===== src/rtl/bus_arb_pkg.sv =====
// bus_arb_pkg: shared defaults, host-id width helper and host id type for the bus arbiter
package bus_arb_pkg;
  localparam int DefNrHosts = 3;
  localparam int DefMaxOutstanding = 4;
  localparam int DefTimeoutCycles = 256;
  localparam int DefDataWidth = 32;
  localparam int DefAddressWidth = 32;
  function automatic int host_id_w(input int n);
    return (n > 1) ? $clog2(n) : 1;
  endfunction
  localparam int HostIdW = host_id_w(DefNrHosts);
  typedef logic [HostIdW-1:0] host_id_t;
endpackage


===== src/rtl/bus_host_rr_arbiter_if.sv =====
// bus_host_rr_arbiter_if: host-side and device-side bus signals of the arbiter
interface bus_host_rr_arbiter_if
  import bus_arb_pkg::*;
#(
  parameter int NrHosts = DefNrHosts,
  parameter int DataWidth = DefDataWidth,
  parameter int AddressWidth = DefAddressWidth
);
  logic [NrHosts-1:0]                    host_req_i;
  logic [NrHosts-1:0]                    host_gnt_o;
  logic [NrHosts-1:0][AddressWidth-1:0]  host_addr_i;
  logic [NrHosts-1:0]                    host_we_i;
  logic [NrHosts-1:0][DataWidth/8-1:0]   host_be_i;
  logic [NrHosts-1:0][DataWidth-1:0]     host_wdata_i;
  logic [NrHosts-1:0]                    host_rvalid_o;
  logic [NrHosts-1:0][DataWidth-1:0]     host_rdata_o;
  logic [NrHosts-1:0]                    host_err_o;
  logic                                  dev_req_o;
  logic [AddressWidth-1:0]               dev_addr_o;
  logic                                  dev_we_o;
  logic [DataWidth/8-1:0]                dev_be_o;
  logic [DataWidth-1:0]                  dev_wdata_o;
  logic                                  dev_rvalid_i;
  logic [DataWidth-1:0]                  dev_rdata_i;
  logic                                  dev_err_i;
  logic                                  timeout_o;
  logic                                  spurious_o;
  modport slave (
    input  host_req_i, host_addr_i, host_we_i, host_be_i, host_wdata_i,
    input  dev_rvalid_i, dev_rdata_i, dev_err_i,
    output host_gnt_o, host_rvalid_o, host_rdata_o, host_err_o,
    output dev_req_o, dev_addr_o, dev_we_o, dev_be_o, dev_wdata_o,
    output timeout_o, spurious_o
  );
  modport master (
    output host_req_i, host_addr_i, host_we_i, host_be_i, host_wdata_i,
    output dev_rvalid_i, dev_rdata_i, dev_err_i,
    input  host_gnt_o, host_rvalid_o, host_rdata_o, host_err_o,
    input  dev_req_o, dev_addr_o, dev_we_o, dev_be_o, dev_wdata_o,
    input  timeout_o, spurious_o
  );
endinterface


===== src/rtl/bus_arb_id_fifo.sv =====
// bus_arb_id_fifo: in-order FIFO of response-owner host ids
module bus_arb_id_fifo
  import bus_arb_pkg::*;
#(
  parameter int Depth = DefMaxOutstanding,
  parameter type T = host_id_t
) (
  input  logic clk_i,
  input  logic rst_ni,
  input  logic push_i,
  input  logic pop_i,
  input  T     wdata_i,
  output T     rdata_o,
  output logic full_o,
  output logic empty_o
);
  localparam int AW = $clog2(Depth);
  T             mem_q [Depth];
  logic [AW-1:0] wptr_q, rptr_q;
  logic [AW:0]   cnt_q;
  assign full_o  = cnt_q == (AW+1)'(Depth);
  assign empty_o = cnt_q == '0;
  assign rdata_o = mem_q[rptr_q];
  always_ff @(posedge clk_i or negedge rst_ni) begin
    if (!rst_ni) begin
      mem_q  <= '{default: '0};
      wptr_q <= '0;
      rptr_q <= '0;
      cnt_q  <= '0;
    end else begin
      if (push_i) mem_q[wptr_q] <= wdata_i;
      wptr_q <= wptr_q + AW'(push_i);
      rptr_q <= rptr_q + AW'(pop_i);
      cnt_q  <= cnt_q + (AW+1)'(push_i) - (AW+1)'(pop_i);
    end
  end
endmodule


===== src/rtl/bus_host_rr_arbiter.sv =====
// bus_host_rr_arbiter: round-robin host arbiter with in-order response routing and watchdog
module bus_host_rr_arbiter
  import bus_arb_pkg::*;
#(
  parameter int NrHosts = DefNrHosts,
  parameter int MaxOutstanding = DefMaxOutstanding,
  parameter int TimeoutCycles = DefTimeoutCycles,
  parameter int DataWidth = DefDataWidth,
  parameter int AddressWidth = DefAddressWidth
) (
  input logic clk_i,
  input logic rst_ni,
  bus_host_rr_arbiter_if.slave bus
);
  localparam int IdW = host_id_w(NrHosts);
  localparam int WaitW = (TimeoutCycles > 1) ? $clog2(TimeoutCycles) : 1;
  localparam int StaleW = $clog2(MaxOutstanding + 1);
  localparam logic [WaitW-1:0] WaitMax = WaitW'(TimeoutCycles - 1);
  localparam logic [StaleW-1:0] StaleMax = StaleW'(MaxOutstanding);
  typedef logic [IdW-1:0] id_t;
  id_t rr_q, rr_d, win, head;
  logic found, gnt, full, empty, resp, tmo, pop, drop;
  logic [WaitW-1:0] wait_q, wait_d;
  logic [StaleW-1:0] stale_q, stale_d;
  bus_arb_id_fifo #(.Depth(MaxOutstanding), .T(id_t)) u_fifo (
    .clk_i   (clk_i),
    .rst_ni  (rst_ni),
    .push_i  (gnt),
    .pop_i   (pop),
    .wdata_i (win),
    .rdata_o (head),
    .full_o  (full),
    .empty_o (empty)
  );
  // Outputs are gated by rst_ni so they drop the moment reset asserts.
  always_comb begin
    found = 1'b0;
    win = rr_q;
    for (int k = 0; k < NrHosts; k++) begin
      if (!found && bus.host_req_i[(int'(rr_q) + k) % NrHosts]) begin
        found = 1'b1;
        win = id_t'((int'(rr_q) + k) % NrHosts);
      end
    end
    gnt = found && !full && rst_ni;
    bus.host_gnt_o = '0;
    bus.host_gnt_o[win] = gnt;
    bus.dev_req_o = gnt;
    bus.dev_addr_o = gnt ? bus.host_addr_i[win] : '0;
    bus.dev_we_o = gnt ? bus.host_we_i[win] : 1'b0;
    bus.dev_be_o = gnt ? bus.host_be_i[win] : '0;
    bus.dev_wdata_o = gnt ? bus.host_wdata_i[win] : '0;
    rr_d = !gnt ? rr_q : (int'(win) == NrHosts - 1) ? '0 : win + 1'b1;
  end
  // A device rvalid retires a stale (timed-out) entry before it may answer the head.
  always_comb begin
    drop = rst_ni && bus.dev_rvalid_i && stale_q != '0;
    resp = rst_ni && bus.dev_rvalid_i && stale_q == '0 && !empty;
    tmo = rst_ni && !bus.dev_rvalid_i && !empty && wait_q == WaitMax;
    pop = resp || tmo;
    bus.spurious_o = rst_ni && bus.dev_rvalid_i && stale_q == '0 && empty;
    bus.timeout_o = tmo;
    bus.host_rvalid_o = '0;
    bus.host_err_o = '0;
    bus.host_rdata_o = '0;
    bus.host_rvalid_o[head] = pop;
    bus.host_err_o[head] = tmo || (resp && bus.dev_err_i);
    bus.host_rdata_o[head] = resp ? bus.dev_rdata_i : '0;
    wait_d = (pop || empty) ? '0 : (wait_q == WaitMax) ? wait_q : wait_q + 1'b1;
    stale_d = drop ? stale_q - 1'b1 : (tmo && stale_q != StaleMax) ? stale_q + 1'b1 : stale_q;
  end
  always_ff @(posedge clk_i or negedge rst_ni) begin
    if (!rst_ni) begin
      rr_q    <= '0;
      wait_q  <= '0;
      stale_q <= '0;
    end else begin
      rr_q    <= rr_d;
      wait_q  <= wait_d;
      stale_q <= stale_d;
    end
  end
endmodule


===== src/flat_wrapper.sv =====
// flat-port wrapper written by rule: the top's interface ports become plain ports
module bus_host_rr_arbiter_flat import bus_arb_pkg::*;
#(
  parameter int NrHosts = DefNrHosts,
  parameter int MaxOutstanding = DefMaxOutstanding,
  parameter int TimeoutCycles = DefTimeoutCycles,
  parameter int DataWidth = DefDataWidth,
  parameter int AddressWidth = DefAddressWidth
)
  (clk_i, rst_ni, bus_host_req_i, bus_host_addr_i, bus_host_we_i, bus_host_be_i, bus_host_wdata_i, bus_dev_rvalid_i, bus_dev_rdata_i, bus_dev_err_i, bus_host_gnt_o, bus_host_rvalid_o, bus_host_rdata_o, bus_host_err_o, bus_dev_req_o, bus_dev_addr_o, bus_dev_we_o, bus_dev_be_o, bus_dev_wdata_o, bus_timeout_o, bus_spurious_o);
  bus_host_rr_arbiter_if #(.NrHosts(NrHosts), .DataWidth(DataWidth), .AddressWidth(AddressWidth)) bus_i ();
  input logic clk_i;
  input logic rst_ni;
  input wire logic [$bits(bus_i.host_req_i)-1:0] bus_host_req_i;
  input wire logic [$bits(bus_i.host_addr_i)-1:0] bus_host_addr_i;
  input wire logic [$bits(bus_i.host_we_i)-1:0] bus_host_we_i;
  input wire logic [$bits(bus_i.host_be_i)-1:0] bus_host_be_i;
  input wire logic [$bits(bus_i.host_wdata_i)-1:0] bus_host_wdata_i;
  input wire logic [$bits(bus_i.dev_rvalid_i)-1:0] bus_dev_rvalid_i;
  input wire logic [$bits(bus_i.dev_rdata_i)-1:0] bus_dev_rdata_i;
  input wire logic [$bits(bus_i.dev_err_i)-1:0] bus_dev_err_i;
  output wire logic [$bits(bus_i.host_gnt_o)-1:0] bus_host_gnt_o;
  output wire logic [$bits(bus_i.host_rvalid_o)-1:0] bus_host_rvalid_o;
  output wire logic [$bits(bus_i.host_rdata_o)-1:0] bus_host_rdata_o;
  output wire logic [$bits(bus_i.host_err_o)-1:0] bus_host_err_o;
  output wire logic [$bits(bus_i.dev_req_o)-1:0] bus_dev_req_o;
  output wire logic [$bits(bus_i.dev_addr_o)-1:0] bus_dev_addr_o;
  output wire logic [$bits(bus_i.dev_we_o)-1:0] bus_dev_we_o;
  output wire logic [$bits(bus_i.dev_be_o)-1:0] bus_dev_be_o;
  output wire logic [$bits(bus_i.dev_wdata_o)-1:0] bus_dev_wdata_o;
  output wire logic [$bits(bus_i.timeout_o)-1:0] bus_timeout_o;
  output wire logic [$bits(bus_i.spurious_o)-1:0] bus_spurious_o;
  assign bus_i.host_req_i = bus_host_req_i;
  assign bus_i.host_addr_i = bus_host_addr_i;
  assign bus_i.host_we_i = bus_host_we_i;
  assign bus_i.host_be_i = bus_host_be_i;
  assign bus_i.host_wdata_i = bus_host_wdata_i;
  assign bus_i.dev_rvalid_i = bus_dev_rvalid_i;
  assign bus_i.dev_rdata_i = bus_dev_rdata_i;
  assign bus_i.dev_err_i = bus_dev_err_i;
  assign bus_host_gnt_o = bus_i.host_gnt_o;
  assign bus_host_rvalid_o = bus_i.host_rvalid_o;
  assign bus_host_rdata_o = bus_i.host_rdata_o;
  assign bus_host_err_o = bus_i.host_err_o;
  assign bus_dev_req_o = bus_i.dev_req_o;
  assign bus_dev_addr_o = bus_i.dev_addr_o;
  assign bus_dev_we_o = bus_i.dev_we_o;
  assign bus_dev_be_o = bus_i.dev_be_o;
  assign bus_dev_wdata_o = bus_i.dev_wdata_o;
  assign bus_timeout_o = bus_i.timeout_o;
  assign bus_spurious_o = bus_i.spurious_o;
  bus_host_rr_arbiter #(.NrHosts(NrHosts), .MaxOutstanding(MaxOutstanding), .TimeoutCycles(TimeoutCycles), .DataWidth(DataWidth), .AddressWidth(AddressWidth)) u_core (.clk_i(clk_i), .rst_ni(rst_ni), .bus(bus_i));
endmodule

===== config.mk =====
export PLATFORM = sky130hd
export DESIGN_NAME = bus_host_rr_arbiter_flat
export DESIGN_NICKNAME = d
export VERILOG_FILES = /design/src/rtl/bus_arb_pkg.sv /design/src/rtl/bus_host_rr_arbiter_if.sv /design/src/rtl/bus_arb_id_fifo.sv /design/src/rtl/bus_host_rr_arbiter.sv /design/src/flat_wrapper.sv
export SDC_FILE = /design/constraint.sdc
export NUM_CORES = 1
export LEC_CHECK = 0
export BUFFER_PORTS_ARGS = -buffer_cell sky130_fd_sc_hd__buf_2
export CAP_MARGIN = 20
export CORE_AREA = 2 2 164 166
export DETAILED_ROUTE_END_ITERATION = 7
export DIE_AREA = 0 0 166 168
export PLACE_DENSITY = 0.46
export SKIP_LAST_GASP = 1
export SLEW_MARGIN = 20
export SYNTH_ARGS = -nofsm -noshare
export SYNTH_HDL_FRONTEND = slang
export SYNTH_SLANG_ARGS = --single-unit

===== constraint.sdc =====
create_clock -name clk_i -period 4 [get_ports clk_i]
set_clock_uncertainty 0.15 [all_clocks]
set_input_delay 0.2 -clock clk_i [delete_from_list [all_inputs] [get_ports clk_i]]
set_output_delay 0.2 -clock clk_i [all_outputs]
set_load 0.1 [all_outputs]

# After elaboration in Yosys (flattened, before gate mapping)
# Index checks and enable logic that the tools add are counted.
classes:
  add_sub_neg: 10
  n_div: 3
  n_lt_le_gt_ge: 10
  n_eq_ne: 5
  muxes: 45
  bitwise: 6
  n_reduce_logical: 29
op_table:
  columns: ["op", "count"]
  rows:
  - ["2-to-1 mux 32 bit", 6]
  - ["binary-select mux 32 bit (select 2 bit)", 2]
  - ["bitwise AND 96 bit", 1]
  - ["< comparator 32 x 4 -> 1 bit (second input constant)", 3]
  - ["demux 32 bit (select 2 bit)", 1]
  - ["modulo 32 x 3 -> 32 bit (second input constant)", 2]
  - ["modulo 3 x 3 -> 32 bit (second input constant)", 1]
  - ["logical AND 1 bit", 17]
  - ["2-to-1 mux 8 bit", 2]
  - ["2-to-1 mux 2 bit", 7]
  - ["2-to-1 mux 1 bit", 13]
  - ["bitwise AND 3 bit", 3]
  - ["adder 8 x 1 -> 8 bit (second input constant)", 1]
  - ["binary-select mux 1 bit (select 2 bit)", 4]
  - ["binary-select mux 4 bit (select 2 bit)", 1]
  - ["bitwise mux 8 bit", 1]
  - ["equality test 8 bit (second input constant)", 1]
  - ["2-to-1 mux 4 bit", 2]
  - [">= comparator 3 bit (second input constant)", 2]
  - ["logical NOT 3 bit", 2]
  - ["< comparator 2 x 3 -> 1 bit (second input constant)", 2]
  - ["2-to-1 mux 3 bit", 2]
  - ["NOT 2 -> 3 bit", 2]
  - ["logical NOT 1 bit", 5]
  - ["20 further kinds", 25]
word_totals:
  regBits: 28
  out_inout_bits: 177

# Logic depth before layout (Yosys ltp)
logic_depth:
  ltp_word: 16
  mapped_depth: 13
  mapped_depth_nobuf: 12

# Hierarchy
# Synthesis repeated with hierarchy kept, for this count alone.
hier_totals:
  hier_cells: 449
  hier_area_um2: 3754.9
modules_own_cells:
  columns: ["mod", "instances", "cells_per_inst", "area_per_inst_um2", "seq_area_each_um2"]
  rows:
  - ["bus_host_rr_arbiter", 1, 405, 3075.4, 325.3]
  - ["bus_arb_id_fifo", 1, 44, 679.4, 375.4]

# Worst setup path after synthesis
# No wires, ideal clock.
synth_timing:
  kind: "register to output"
  start: "register u_core.rr_q[1]"
  end: "output port bus_dev_addr_o[12]"
  arrival_time_ns: 3.657
  required_time_ns: 3.650
  slack_ns: -0.007
  path_stages_with_launch: 13
  n_path_buf: 3
  cell_sequence: "dfrtp_1 inv_1 ha_1 nand2_1 a21boi_1 a32o_1 a221o_1 buf_6 clkinv_2 buf_8 buf_6 nand2_1 o22ai_1"
synth_via:
  elab_chain_cells: 14
  word_cells_on_any_way: 29
  cone_classes: "add/sub: 2; div: 3; mux: 18; reduce/logical: 6"
synth_lines:
  columns: ["item", "line", "text"]
  rows:
  - ["from (decl)", "bus_host_rr_arbiter.sv:21", "id_t rr_q, rr_d, win, head;"]
  - ["from (signal assigned)", "bus_host_rr_arbiter.sv:78", "rr_q <= rr_d;"]
  - ["branches (longest 10 deep; another with modulo 32 x 3 -> 32 bit)", null, null]
  - ["2-to-1 mux 1 bit (*)", "bus_host_rr_arbiter.sv:40", "if (!found && bus.host_req_i[(int'(rr_q) + k) % NrHosts]) begin"]
  - ["logical AND 1 bit (*) (2 in a row)", "bus_host_rr_arbiter.sv:45", "gnt = found && !full && rst_ni;"]
  - ["via bus_dev_req_o", "flat_wrapper.sv:26", "output wire logic [$bits(bus_i.dev_req_o)-1:0] bus_dev_req_o;"]
  - ["2-to-1 mux 32 bit (*)", "bus_host_rr_arbiter.sv:49", "bus.dev_addr_o = gnt ? bus.host_addr_i[win] : '0;"]
  - ["to (decl)", "flat_wrapper.sv:27", "output wire logic [$bits(bus_i.dev_addr_o)-1:0] bus_dev_addr_o;"]
# Mark *: on every way through the listed nets, which the timed path passes. The select of a mux whose other input is x is not followed.

# Worst setup path in the final report
layout_timing:
  start: "register u_core.rr_q[1]"
  end: "output port bus_dev_addr_o[1]"
layout_via:
  elab_chain_cells: 14
  word_cells_on_any_way: 29
  cone_classes: "add/sub: 2; div: 3; mux: 18; reduce/logical: 6"
layout_lines:
  columns: ["item", "line"]
  rows:
  - ["branches (longest 13 deep; another with modulo 32 x 3 -> 32 bit)", null]
  - ["2-to-1 mux 32 bit (*)", "bus_host_rr_arbiter.sv:49"]
# Mark *: on every way between the ends. The select of a mux whose other input is x is not followed.

==> metrics.md <==
| Metric | Value |
|---|---|
| Clock latency on the worst-skew pair | 270 ps |
| #FFs+latches synth | 28 |
| CP startpoint kind | flop |
| Placed wire-length estimate after detailed placement | 16600 microns |
| Class of the tightest hold or removal check | primary input to asynchronous set/reset pin |
| Post-CTS setup-driven buffer insertion count | 0 |
| Netlist area before placement | 3840 sq um |
| Maxcap violations | 0 |
| Data arrival time of the critical path | 3370 ps |
| Overall die height | 168 microns |
| Run status | finished, final reports clean |
| Post-route setup TNS | 0 ps |
| Overall routed net length | 20400 microns |
| Top flip-flop cell by instance count after synthesis | dfrtp_1 |
| Terminus of the critical flop-to-flop path | u_core.u_fifo.cnt_q[2] |
| Initial antenna violation count | 6 |
| Master of the slowest instance on the critical path | a221o_1 |
| Number of instances in the synthesized netlist | 624 |
| Clock Root Buffer | clkbuf_16 |
| Transition time at the pin with the least slew margin | 690 ps |
| Pin count of the biggest net entering global routing | 72 |
| Buffer depth of the longest clock path | 2 |
| Setup slack, reg-to-reg | 760 ps |
| Wire length of the first global-routing pass | 31100 microns |
| Area enclosed by the die boundary | 27900 sq um |
| Crit path largest cell delay | 480 ps |
| Synthesis-to-layout area growth | 68.0% |
| Number of I/O port buffers | about 420 |
| Core ar. | between 20000 and 30000 sq um |
| Detail-routed net length per standard cell | 15.0 microns |
| Clock period minus final worst setup slack | roughly 3700 ps |
| Core Rows | 60 |
| Clock tree from TritonCTS | built |
| Sequential element share of the synthesized area | 18.2% |
| Count of warnings emitted by yosys | 0 |
| Worst-case reg-to-reg path depth | 12 |
| Post-route ant nets | 0 |
| TritonCTS buffer count | 3 |
| Num Clock Sinks | 28 |
| Crit-path max FO | 71 |
| Number of flops mapped to enable cells by yosys | 0 |
| Total buffers and inverters traversed by the critical path | 4 |
| Post-Syn Nets | 881 |
| Area occupied by multi-input gates | 2820 sq um |
| Average vias per placed instance | 4.32 |
| Initial Util | around 15% |
| Fraction of synthesis flops using an asynchronous set or reset pin | 100% |
| Number of global-route vias before repair | 5701 |
| Drc violations | 0 |
| Floorplan die width | 166 microns |
| CTS clock-pin slew for the worst setup and hold paths | 70 ps |
| Chain of cells forming the critical path | inv_1 > ha_1 > nand2_1 > a21boi_1 > a32o_1 > a221o_1 > clkinv_2 > buf_12 > o21ai_1 > a31oi_1 > buf_2 |
| Type of the setup path with the least slack | flop to primary output |
| Final Net Count | 1271 |
| Hold Violations, Final | 0 |
| Max-Slew Margin vs Limit | 54.0% |
| Number of vias in the routed layout | 5870 |
| Fill cell total of the finished layout | 3019 |
| Number of levels the H-tree was split into | 1 |
| GRT Resource Usage Total | 13.8% |
| Part of the cycle the worst path needs | between 90% and 100% |
| Number of primary I/O pins | 423 |
| Number of design-rule violations left by the first detailed-router iteration | 351 |
| Required time at the endpoint of the critical path | 3650 ps |
| Setup repair after global routing missed its margin | false |
| Grt total ovfl | 0 |
| Critical Path End Type | primary output |
| RR Startpoint | u_core.rr_q[1] |
| Post-synth cell types | 56 |
| Maximum clock rate | 269 MHz |
| Total setup violations reported at the end of the flow | 0 |
| Number of pins with negative max-slew slack in the final report | 0 |
| Sequential Area | 701 sq um |
| Post-synthesis average cell area | 6.16 sq um |
| Crit-path leading delay family | compound AO/OA/AOI/OAI gates |
| Total iterations of the first detailed-routing run | 4 |
| Share of post-route cells with drive strength above 1 | 46.4% |
| Final weighted congestion of routability-driven global placement | ~0.93 |
==> state kept, by name (all words and copies together), names as in the netlist <==
| signal | count |
|---|---|
| u_core.rr_q | 2 |
| u_core.u_fifo.wptr_q | 2 |
| u_core.u_fifo.cnt_q | 3 |
| u_core.u_fifo.rptr_q | 2 |
| u_core.u_fifo.mem_q | 8 |
| u_core.stale_q | 3 |
| u_core.wait_q | 8 |
==> stage by stage <==
stage	area [sq um]	setup slack [ps]	hold WS [ps]	std cells	utilization, %
2_1_floorplan	3880	49.9	-246	624	-
3_3_place_gp	6330	604	-18.3	1349	24.0
3_5_place_dp	6330	558	-25.2	1349	24.0
4_1_cts	6440	259	243	1354	24.5
5_1_grt	6460	58.4	272	1358	24.5
6_report	6460	283	225	1358	24.5
==> synth_stat cells, drive strengths merged (3+ instances only) <==
| cell type | number | area share (%) |
|---|---|---|
| a21oi | 4 | 0.52 |
| a31oi | 60 | 10 |
| and3 | 3 | 0.49 |
| buf | 23 | 4.7 |
| clkbuf | 32 | 3.1 |
| dfrtp | 28 | 18 |
| ha | 9 | 2.9 |
| inv | 15 | 1.5 |
| mux2 | 4 | 1.2 |
| mux2i | 19 | 4.9 |
| nand2 | 171 | 17 |
| nand2b | 5 | 0.81 |
| nand3 | 5 | 0.78 |
| nor2 | 118 | 12 |
| nor3 | 3 | 0.52 |
| nor3b | 3 | 0.85 |
| o21ai | 68 | 8.9 |
| o22ai | 11 | 1.8 |
| or2 | 4 | 0.78 |
| or3 | 3 | 0.62 |
| xnor2 | 4 | 0.91 |
| xor2 | 5 | 1.1 |
==> routing by layer <==
metal / share of wire, % / GRT usage, % / vias up
li1: - / - / 2900
met1: 42 / 17.2 / 2694
met2: 50 / 24.9 / 258
met3: 6.7 / 2.56 / 18
met4: 1.3 / 2.38 / 0
met5: 0 / 0 / -
==> worst reg2reg max path, delay by kind of cell, from the launching register on <==
family / cells / cell delay [ps]
flip-flops: 1 / 470
AO/OA/AOI/OAI: 3 / 900
adder cells (fa/ha/maj): 4 / 1100
XOR/XNOR: 2 / 320
AND/OR/NAND/NOR: 1 / 80
buffers and inverters: 2 / 150
==> how the worst max path moves through the flow <==
stage          slack, ps  cells after the start             endpoint      startpoint
2_1_floorplan         50                     10   bus_dev_addr_o[10]  u_core.rr_q[1]
3_3_place_gp         600                     11    bus_dev_addr_o[1]  u_core.rr_q[1]
3_5_place_dp         560                     10   bus_dev_wdata_o[3]  u_core.rr_q[1]
4_1_cts              260                     10   bus_dev_wdata_o[3]  u_core.rr_q[1]
5_1_grt               60                     10  bus_dev_wdata_o[16]  u_core.rr_q[0]
6_report             280                     11    bus_dev_addr_o[1]  u_core.rr_q[1]
==> logic make-up (layout without fill, tap and decap cells) <==
family | Yosys count | after routing | synth area share, %
mux | 25 | 25 | 7.29
flops | 28 | 28 | 18.2
fa+ha+maj | 11 | 11 | 3.97
compound gates | 157 | 157 | 24.6
buf+inv | 71 | 460 | 9.44
xor+xnor | 9 | 9 | 2.05
other cells | 0 | 4 | 0
simple gates | 323 | 323 | 34.4
==> final cells by class <==
type	instances	area share, %
clock buffers	3	1.16
well taps	341	6.61
diodes	4	0.155
inverters	16	0.949
flip-flops and latches	28	10.9
multi-input cells	525	43.7
repair buffers	440	36.1
clock inverters	1	0.465
==> layout by cell type, fill, tap and decap left out, drive strengths merged, types with 2 or more instances in the layout <==
cell type / count
mux2i: 19
xor2: 5
a21oi: 4
o22ai: 11
o21ai: 68
or2: 4
nand4: 2
fa: 2
mux2: 4
nand2: 171
xnor2: 4
nor2: 118
and3: 3
or3: 3
nand3: 5
nand2b: 5
nor3b: 3
diode: 4
ha: 9
dfrtp: 28
buf: 439
mux4: 2
inv: 15
nor3: 3
clkbuf: 3
a21o: 2
nand3b: 2
a32o: 2
a31oi: 60
and2: 2
==> what timing repair did <==
action,CTS,global route
resized for setup,0,1
hold buffers,1,0
endpoints found under the hold margin,10,0
endpoints found under the setup margin,0,1
Power is left out: the tool's default activity adds up to more than one toggle a clock period on the data nets, which glitch-free logic cannot reach.
